[config.mk]
export PLATFORM = sky130hd
export DESIGN_NAME = measure_seq
export DESIGN_NICKNAME = d
export VERILOG_FILES = /design/src/rtl/measure_pkg.sv /design/src/rtl/measure_seq.sv
export SDC_FILE = /design/constraint.sdc
export NUM_CORES = 1
export LEC_CHECK = 0
export BUFFER_PORTS_ARGS = -buffer_cell sky130_fd_sc_hd__buf_2
export CAP_MARGIN = 5
export CORE_MARGIN = 2
export CORE_UTILIZATION = 45
export CTS_BUF_LIST = sky130_fd_sc_hd__clkbuf_16
export DETAILED_ROUTE_END_ITERATION = 10
export PLACE_DENSITY = 0.65
export RECOVER_POWER = 100
export SKIP_CTS_REPAIR_TIMING = 1
export SLEW_MARGIN = 20
export SYNTH_ARGS = -nofsm -noshare
export SYNTH_HDL_FRONTEND = slang
export SYNTH_SLANG_ARGS = --single-unit
export TNS_END_PERCENT = 30
[constraint.sdc]
create_clock -name clk_i -period 4.3 [get_ports clk_i]
set_clock_uncertainty 0.1 [all_clocks]
set_input_delay 0.645 -clock clk_i [delete_from_list [all_inputs] [get_ports clk_i]]
set_output_delay 0.645 -clock clk_i [all_outputs]
set_load 0.05 [all_outputs]
[src/rtl/measure_pkg.sv]
// Shared types and constants for the frequency-measurement run controller.
// Result word layout is {ref_sum, sig_sum}, each CNT_W bits wide.
package measure_pkg;

  localparam int CNT_W   = 32;
  localparam int SIG_LSB = 0;
  localparam int REF_LSB = 32;

  typedef enum logic [1:0] {
    IDLE     = 2'd0,
    GATE     = 2'd1,
    WAIT_RES = 2'd2,
    OUT      = 2'd3
  } seq_state_t;

endpackage

[src/rtl/measure_seq.sv]
// Run controller: opens the measurement gate for G cycles, sums N datapath results,
// and offers the summed result on a valid/ready port (one-shot or continuous).
module measure_seq #(
  parameter int CNT_W = 32,
  parameter int RUN_W = 8,
  parameter int ACC_W = CNT_W + RUN_W
) (
  input  logic               clk_i,
  input  logic               rst_i,
  input  logic               cfg_start_i,
  input  logic               cfg_stop_i,
  input  logic               cfg_cont_i,
  input  logic [31:0]        cfg_gate_time_i,
  input  logic [RUN_W-1:0]   cfg_runs_i,
  input  logic [31:0]        cfg_timeout_i,
  output logic               meas_gate_en_o,
  input  logic               meas_wr_en_i,
  input  logic [2*CNT_W-1:0] meas_wr_data_i,
  output logic               res_valid_o,
  input  logic               res_ready_i,
  output logic [ACC_W-1:0]   res_sig_o,
  output logic [ACC_W-1:0]   res_ref_o,
  output logic [RUN_W-1:0]   res_runs_o,
  output logic               busy_o,
  output logic               timeout_o
);
  import measure_pkg::*;

  seq_state_t       state_q, state_d;
  logic [31:0]      gate_cnt_q, gate_cnt_d;
  logic [31:0]      to_cnt_q, to_cnt_d;
  logic [31:0]      gate_lim_q, gate_lim_d;
  logic [31:0]      to_lim_q, to_lim_d;
  logic [RUN_W-1:0] runs_lim_q, runs_lim_d;
  logic [RUN_W-1:0] run_cnt_q, run_cnt_d;
  logic [ACC_W-1:0] acc_sig_q, acc_sig_d;
  logic [ACC_W-1:0] acc_ref_q, acc_ref_d;
  logic             cont_q, cont_d;
  logic             stop_pend_q, stop_pend_d;
  logic             timeout_q, timeout_d;

  always_ff @(posedge clk_i) begin
    if (rst_i) begin
      state_q     <= IDLE;
      gate_cnt_q  <= '0;
      to_cnt_q    <= '0;
      gate_lim_q  <= '0;
      to_lim_q    <= '0;
      runs_lim_q  <= '0;
      run_cnt_q   <= '0;
      acc_sig_q   <= '0;
      acc_ref_q   <= '0;
      cont_q      <= 1'b0;
      stop_pend_q <= 1'b0;
      timeout_q   <= 1'b0;
    end else begin
      state_q     <= state_d;
      gate_cnt_q  <= gate_cnt_d;
      to_cnt_q    <= to_cnt_d;
      gate_lim_q  <= gate_lim_d;
      to_lim_q    <= to_lim_d;
      runs_lim_q  <= runs_lim_d;
      run_cnt_q   <= run_cnt_d;
      acc_sig_q   <= acc_sig_d;
      acc_ref_q   <= acc_ref_d;
      cont_q      <= cont_d;
      stop_pend_q <= stop_pend_d;
      timeout_q   <= timeout_d;
    end
  end

  always_comb begin
    state_d     = state_q;
    gate_cnt_d  = gate_cnt_q;
    to_cnt_d    = to_cnt_q;
    gate_lim_d  = gate_lim_q;
    to_lim_d    = to_lim_q;
    runs_lim_d  = runs_lim_q;
    run_cnt_d   = run_cnt_q;
    acc_sig_d   = acc_sig_q;
    acc_ref_d   = acc_ref_q;
    cont_d      = cont_q;
    stop_pend_d = stop_pend_q;
    timeout_d   = timeout_q;

    case (state_q)
      IDLE: begin
        if (cfg_start_i && !cfg_stop_i) begin
          state_d     = GATE;
          gate_cnt_d  = '0;
          run_cnt_d   = '0;
          acc_sig_d   = '0;
          acc_ref_d   = '0;
          timeout_d   = 1'b0;
          stop_pend_d = 1'b0;
          cont_d      = cfg_cont_i;
          to_lim_d    = cfg_timeout_i;
          gate_lim_d  = (cfg_gate_time_i == '0) ? 32'd1 : cfg_gate_time_i;
          runs_lim_d  = (cfg_runs_i == '0) ? RUN_W'(1) : cfg_runs_i;
        end
      end

      GATE: begin
        if (cfg_stop_i) begin
          state_d   = IDLE;
          run_cnt_d = '0;
          acc_sig_d = '0;
          acc_ref_d = '0;
        end else if (gate_cnt_q == gate_lim_q - 32'd1) begin
          state_d  = WAIT_RES;
          to_cnt_d = '0;
        end else begin
          gate_cnt_d = gate_cnt_q + 32'd1;
        end
      end

      WAIT_RES: begin
        // A strobe on the timeout cycle still counts: the result did arrive in time.
        if (cfg_stop_i) begin
          state_d   = IDLE;
          run_cnt_d = '0;
          acc_sig_d = '0;
          acc_ref_d = '0;
        end else if (meas_wr_en_i) begin
          acc_sig_d = acc_sig_q + ACC_W'(meas_wr_data_i[SIG_LSB +: CNT_W]);
          acc_ref_d = acc_ref_q + ACC_W'(meas_wr_data_i[REF_LSB +: CNT_W]);
          run_cnt_d = run_cnt_q + RUN_W'(1);
          if ((run_cnt_q + RUN_W'(1)) == runs_lim_q) begin
            state_d = OUT;
          end else begin
            state_d    = GATE;
            gate_cnt_d = '0;
          end
        end else if ((to_lim_q != '0) && (to_cnt_q == to_lim_q - 32'd1)) begin
          state_d   = IDLE;
          timeout_d = 1'b1;
          run_cnt_d = '0;
          acc_sig_d = '0;
          acc_ref_d = '0;
        end else if (to_cnt_q != '1) begin
          to_cnt_d = to_cnt_q + 32'd1;
        end
      end

      OUT: begin
        if (cfg_stop_i) stop_pend_d = 1'b1;
        if (res_ready_i) begin
          if (cont_q && cfg_cont_i && !stop_pend_q && !cfg_stop_i) begin
            state_d    = GATE;
            gate_cnt_d = '0;
            run_cnt_d  = '0;
            acc_sig_d  = '0;
            acc_ref_d  = '0;
          end else begin
            state_d     = IDLE;
            stop_pend_d = 1'b0;
          end
        end
      end

      default: state_d = IDLE;
    endcase
  end

  // All outputs come straight from registers, so they hold steady while valid.
  assign meas_gate_en_o = (state_q == GATE);
  assign res_valid_o    = (state_q == OUT);
  assign busy_o         = (state_q != IDLE);
  assign timeout_o      = timeout_q;
  assign res_sig_o      = acc_sig_q;
  assign res_ref_o      = acc_ref_q;
  assign res_runs_o     = run_cnt_q;

endmodule

==> results.yml <==
timing:
  finalCritPeriodShare_pct: 94.7
  period_needed_ps: 4070
  hold_violations: 0
  slew_headroom_pct: -86.9
  finalSetupViolCount: 0
  timing.final.ws_setup_ps: 229
  worstMarginPinSlew_ps: 2790
  clock.fmax_mhz: 246
  finalSetupTns_ps: 0
  rsz0062_at_grt: "no"
  maxSlewViolCount: 102
yosys:
  syn_avg_cell_area_um2: 7.79
  yosysSeqAreaShare_pct: 30.7
  synth-seq-cells: 229
  synth_flop_cell: "dfxtp_1"
  synth.distinct_cells: 82
  synth_area_um2: 14900
  synth-edff-count: 0
  synthesis.nets: 2133
  synthArstFlopShare_pct: 0
  syn_inst: 1918
  yosysWarnings: 0
final_layout:
  syn_to_final_growth_pct: 16.0
  regArea_um2: 4580
  fillers: 3239
  drive_gt1_share_pct: 11.8
  layout.nets: 2332
  fin_util_pct: 53.2
  multi_input_area_um2: 9830
  final_area_um2: 17300
  fin_cells: 2582
route:
  wl_per_cell_um: 17.0
  vias_per_cell: 5.74
  vias: 14800
  drc: 0
  drtIter0Drc: 928
  wl_mm: 43.9
  dr.pass1.iters: 7
  antenna_left: 0
die:
  core-area_um2: 32600
  fp.dieH_um: 186
  die_x_um: 186
  ioPinCount: 235
  fp-row-count: 66
  dieArea_um2: 34700
  start_util_pct: 45.8
setup_path:
  timing.rr.start: "gate_lim_q[0]$_SDFFE_PP0P_"
  path_delay_family: "simple AND/OR/NAND/NOR gates"
  timing.rr.end: "to_cnt_q[31]$_SDFFE_PP0P_"
  path_class: "flip-flop to flip-flop"
  endpoint_kind: "flip-flop"
  reg2regPathDepth: 13
  rrSetupSlack_ps: 230
  crit_start: "gate_lim_q[0]$_SDFFE_PP0P_"
  crit_cells: 13
  critical_path.max_fanout: 35
  crit_chain: "inv_1 > ha_1 > or4b_2 > nor4_4 > and3_1 > o22ai_1 > nor4_1 > nand4_2 > nor3_4 > a21oi_4 > buf_12 > or4_1 > a21oi_1"
  arrival_ps: 4460
  start_kind: "flip-flop"
  path_buf_inv: 2
  cpPeakStageDelay_ps: 690
  crit_required_ps: 4690
  slowest_stage: "or4b_2"
hold_path:
  hold_class: "input pin to flip-flop"
  hold_end: "to_lim_q[5]$_SDFFE_PP0P_"
  holdPathStages: 3
  worstHoldStart: "cfg_timeout_i[5]"
outcome:
  outcome: "complete, but fails checks"
  violations: "capacitance limit, slew limit"
clocking:
  cts-root-buf: "clkbuf_16"
  clk_pin_slew_worst_paths_ps: 60
  clk_path_buf_depth: 3
  htree_levels: 1
  cts_buffers: 29
  cts_sinks: 229
  clk_latency_ps: 560
  cts_tree: "built"
power_and_ir_drop:
  sw_frac_of_total_pct: 34.3
  combPwrFrac_pct: 27.8
  p_per_area_nw_per_um2: 387
  switchingPower_uw: 2310
  ir_drop_v: 0.000295
  clkPwrFrac_pct: 37.0
  p_leak_uw: 0.00696
  p_seq_share_pct: 35.2
  intPower_uw: 4410
global_route:
  antenna_found_initial: 4
  grt_pass1_vias: 13700
  grt_max_degree: 56
  grt_pass1_wl_mm: 69.9
  grt_usage_pct: 24.7
  grt_overflow_total: 0
place:
  place_area_um2: 16500
  dp.cells: 2528
  dp_slack_ps: 246
  gp_congestion: 0.897
  port_buffers: 234
  dp_hpwl_mm: 33.0
job:
  max_cap_viol_count: 2
## synthesized netlist by cell type (10+ instances only)
cell type | n | area (µm²)
dfxtp_1 | 229 | 4580
o21ai_0 | 62 | 310
nand2_1 | 250 | 938
nor4_1 | 34 | 213
a211oi_1 | 21 | 158
nor3_1 | 38 | 190
inv_1 | 36 | 135
a31oi_1 | 13 | 81.3
nor2_1 | 170 | 638
buf_2 | 18 | 90.1
o211ai_1 | 16 | 120
and2_1 | 13 | 81.3
mux2i_1 | 15 | 150
or2_2 | 10 | 62.6
and4_1 | 19 | 166
clkbuf_1 | 68 | 255
xnor2_1 | 97 | 850
o21a_1 | 13 | 97.6
o31ai_1 | 20 | 150
a22oi_1 | 43 | 323
a22o_1 | 10 | 87.6
a21o_1 | 36 | 270
or3_1 | 36 | 225
ha_1 | 70 | 876
nand3_1 | 68 | 340
a21oi_1 | 196 | 981
xor2_1 | 65 | 569
nand4_1 | 35 | 219
nor2b_1 | 14 | 87.6
or4_1 | 31 | 233
and3_1 | 30 | 188
nand2b_1 | 17 | 106
## per-layer routing
metal  GRT usage, %  part of all wire (%)
met1           32.4                    45
met2           40.9                    45
met3           6.27                   7.5
met4           5.67                   2.3
met5              0                 0.025
## sequential cells by signal, indices dropped and copies added, names as in the netlist
register	cells
cont_q	1
to_lim_q	32
state_q	2
res_runs_o	8
gate_cnt_q	32
res_sig_o	40
timeout_o	1
runs_lim_q	8
to_cnt_q	32
stop_pend_q	1
res_ref_o	40
gate_lim_q	32
## worst min-delay path, delay by kind of cell
family                 cells  cell delay [ps]
AND/OR/NAND/NOR            1               50
AO/OA/AOI/OAI              1               50
buffers and inverters      1              100
## layout make-up
class | count | area share (%)
Inverter | 36 | 0.779
Clock buffer | 29 | 4.18
Multi-Input combinational cell | 1558 | 56.7
Timing Repair Buffer | 263 | 7.35
Tap cell | 442 | 3.19
Sequential cell | 229 | 26.4
Antenna cell | 2 | 0.0289
Clock inverter | 23 | 1.37
## per-stage QoR
step | total power, µW | hold slack [ps]
final | 6720 | 228
after global routing | 7060 | 223
after CTS | 6780 | 208
after detailed placement | 4270 | 353
after global placement | 4240 | 342
after floorplan | 3750 | 337
## worst max-delay path by stage
| stage | end | slack [ps] |
|---|---|---|
| 6_report | to_cnt_q[31]$_SDFFE_PP0P_ | 230 |
| 3_3_place_gp | to_cnt_q[17]$_SDFFE_PP0P_ | 310 |
| 3_5_place_dp | to_cnt_q[31]$_SDFFE_PP0P_ | 250 |
| 5_1_grt | to_cnt_q[17]$_SDFFE_PP0P_ | 10 |
| 4_1_cts | to_cnt_q[31]$_SDFFE_PP0P_ | 230 |
| 2_1_floorplan | gate_cnt_q[21]$_SDFFE_PP0P_ | 740 |
## cell families after synthesis
group	count (synthesis)	synth area share (%)
simple gates	803	27.2
compound gates	504	21.7
flops	229	30.7
xor+xnor	162	9.49
buf+inv	131	3.68
fa+ha+maj	72	6.13
mux	17	1.16
## power groups by stage
stage	logic [µW]	registers (µW)	clock network (µW)
2_1_floorplan	1320	2430	0
3_3_place_gp	1840	2400	0
3_5_place_dp	1860	2410	0
4_1_cts	1870	2360	2550
5_1_grt	2050	2380	2630
6_report	1870	2370	2480
## cell usage in the layout, fill, tap and decap left out, types with 8 or more instances in the layout
| master | Yosys | layout |
|---|---|---|
| a211oi_1 | 21 | 21 |
| a21o_1 | 36 | 35 |
| a21oi_1 | 196 | 196 |
| a22o_1 | 10 | 10 |
| a22oi_1 | 43 | 43 |
| a31oi_1 | 13 | 13 |
| and2_1 | 13 | 12 |
| and3_1 | 30 | 30 |
| and4_1 | 19 | 19 |
| buf_2 | 18 | 141 |
| buf_4 | 1 | 24 |
| clkbuf_1 | 68 | 93 |
| clkbuf_16 | 0 | 29 |
| clkinv_2 | 0 | 8 |
| dfxtp_1 | 229 | 229 |
| ha_1 | 70 | 70 |
| inv_1 | 36 | 38 |
| mux2i_1 | 15 | 15 |
| nand2_1 | 250 | 250 |
| nand2b_1 | 17 | 17 |
| nand3_1 | 68 | 68 |
| nand4_1 | 35 | 35 |
| nor2_1 | 170 | 170 |
| nor2b_1 | 14 | 14 |
| nor3_1 | 38 | 38 |
| nor4_1 | 34 | 33 |
| o211ai_1 | 16 | 16 |
| o21a_1 | 13 | 13 |
| o21ai_0 | 62 | 66 |
| o31ai_1 | 20 | 20 |
| or2_2 | 10 | 10 |
| or3_1 | 36 | 36 |
| or4_1 | 31 | 31 |
| xnor2_1 | 97 | 97 |
| xor2_1 | 65 | 65 |
(Power assumes the default switching activity.)
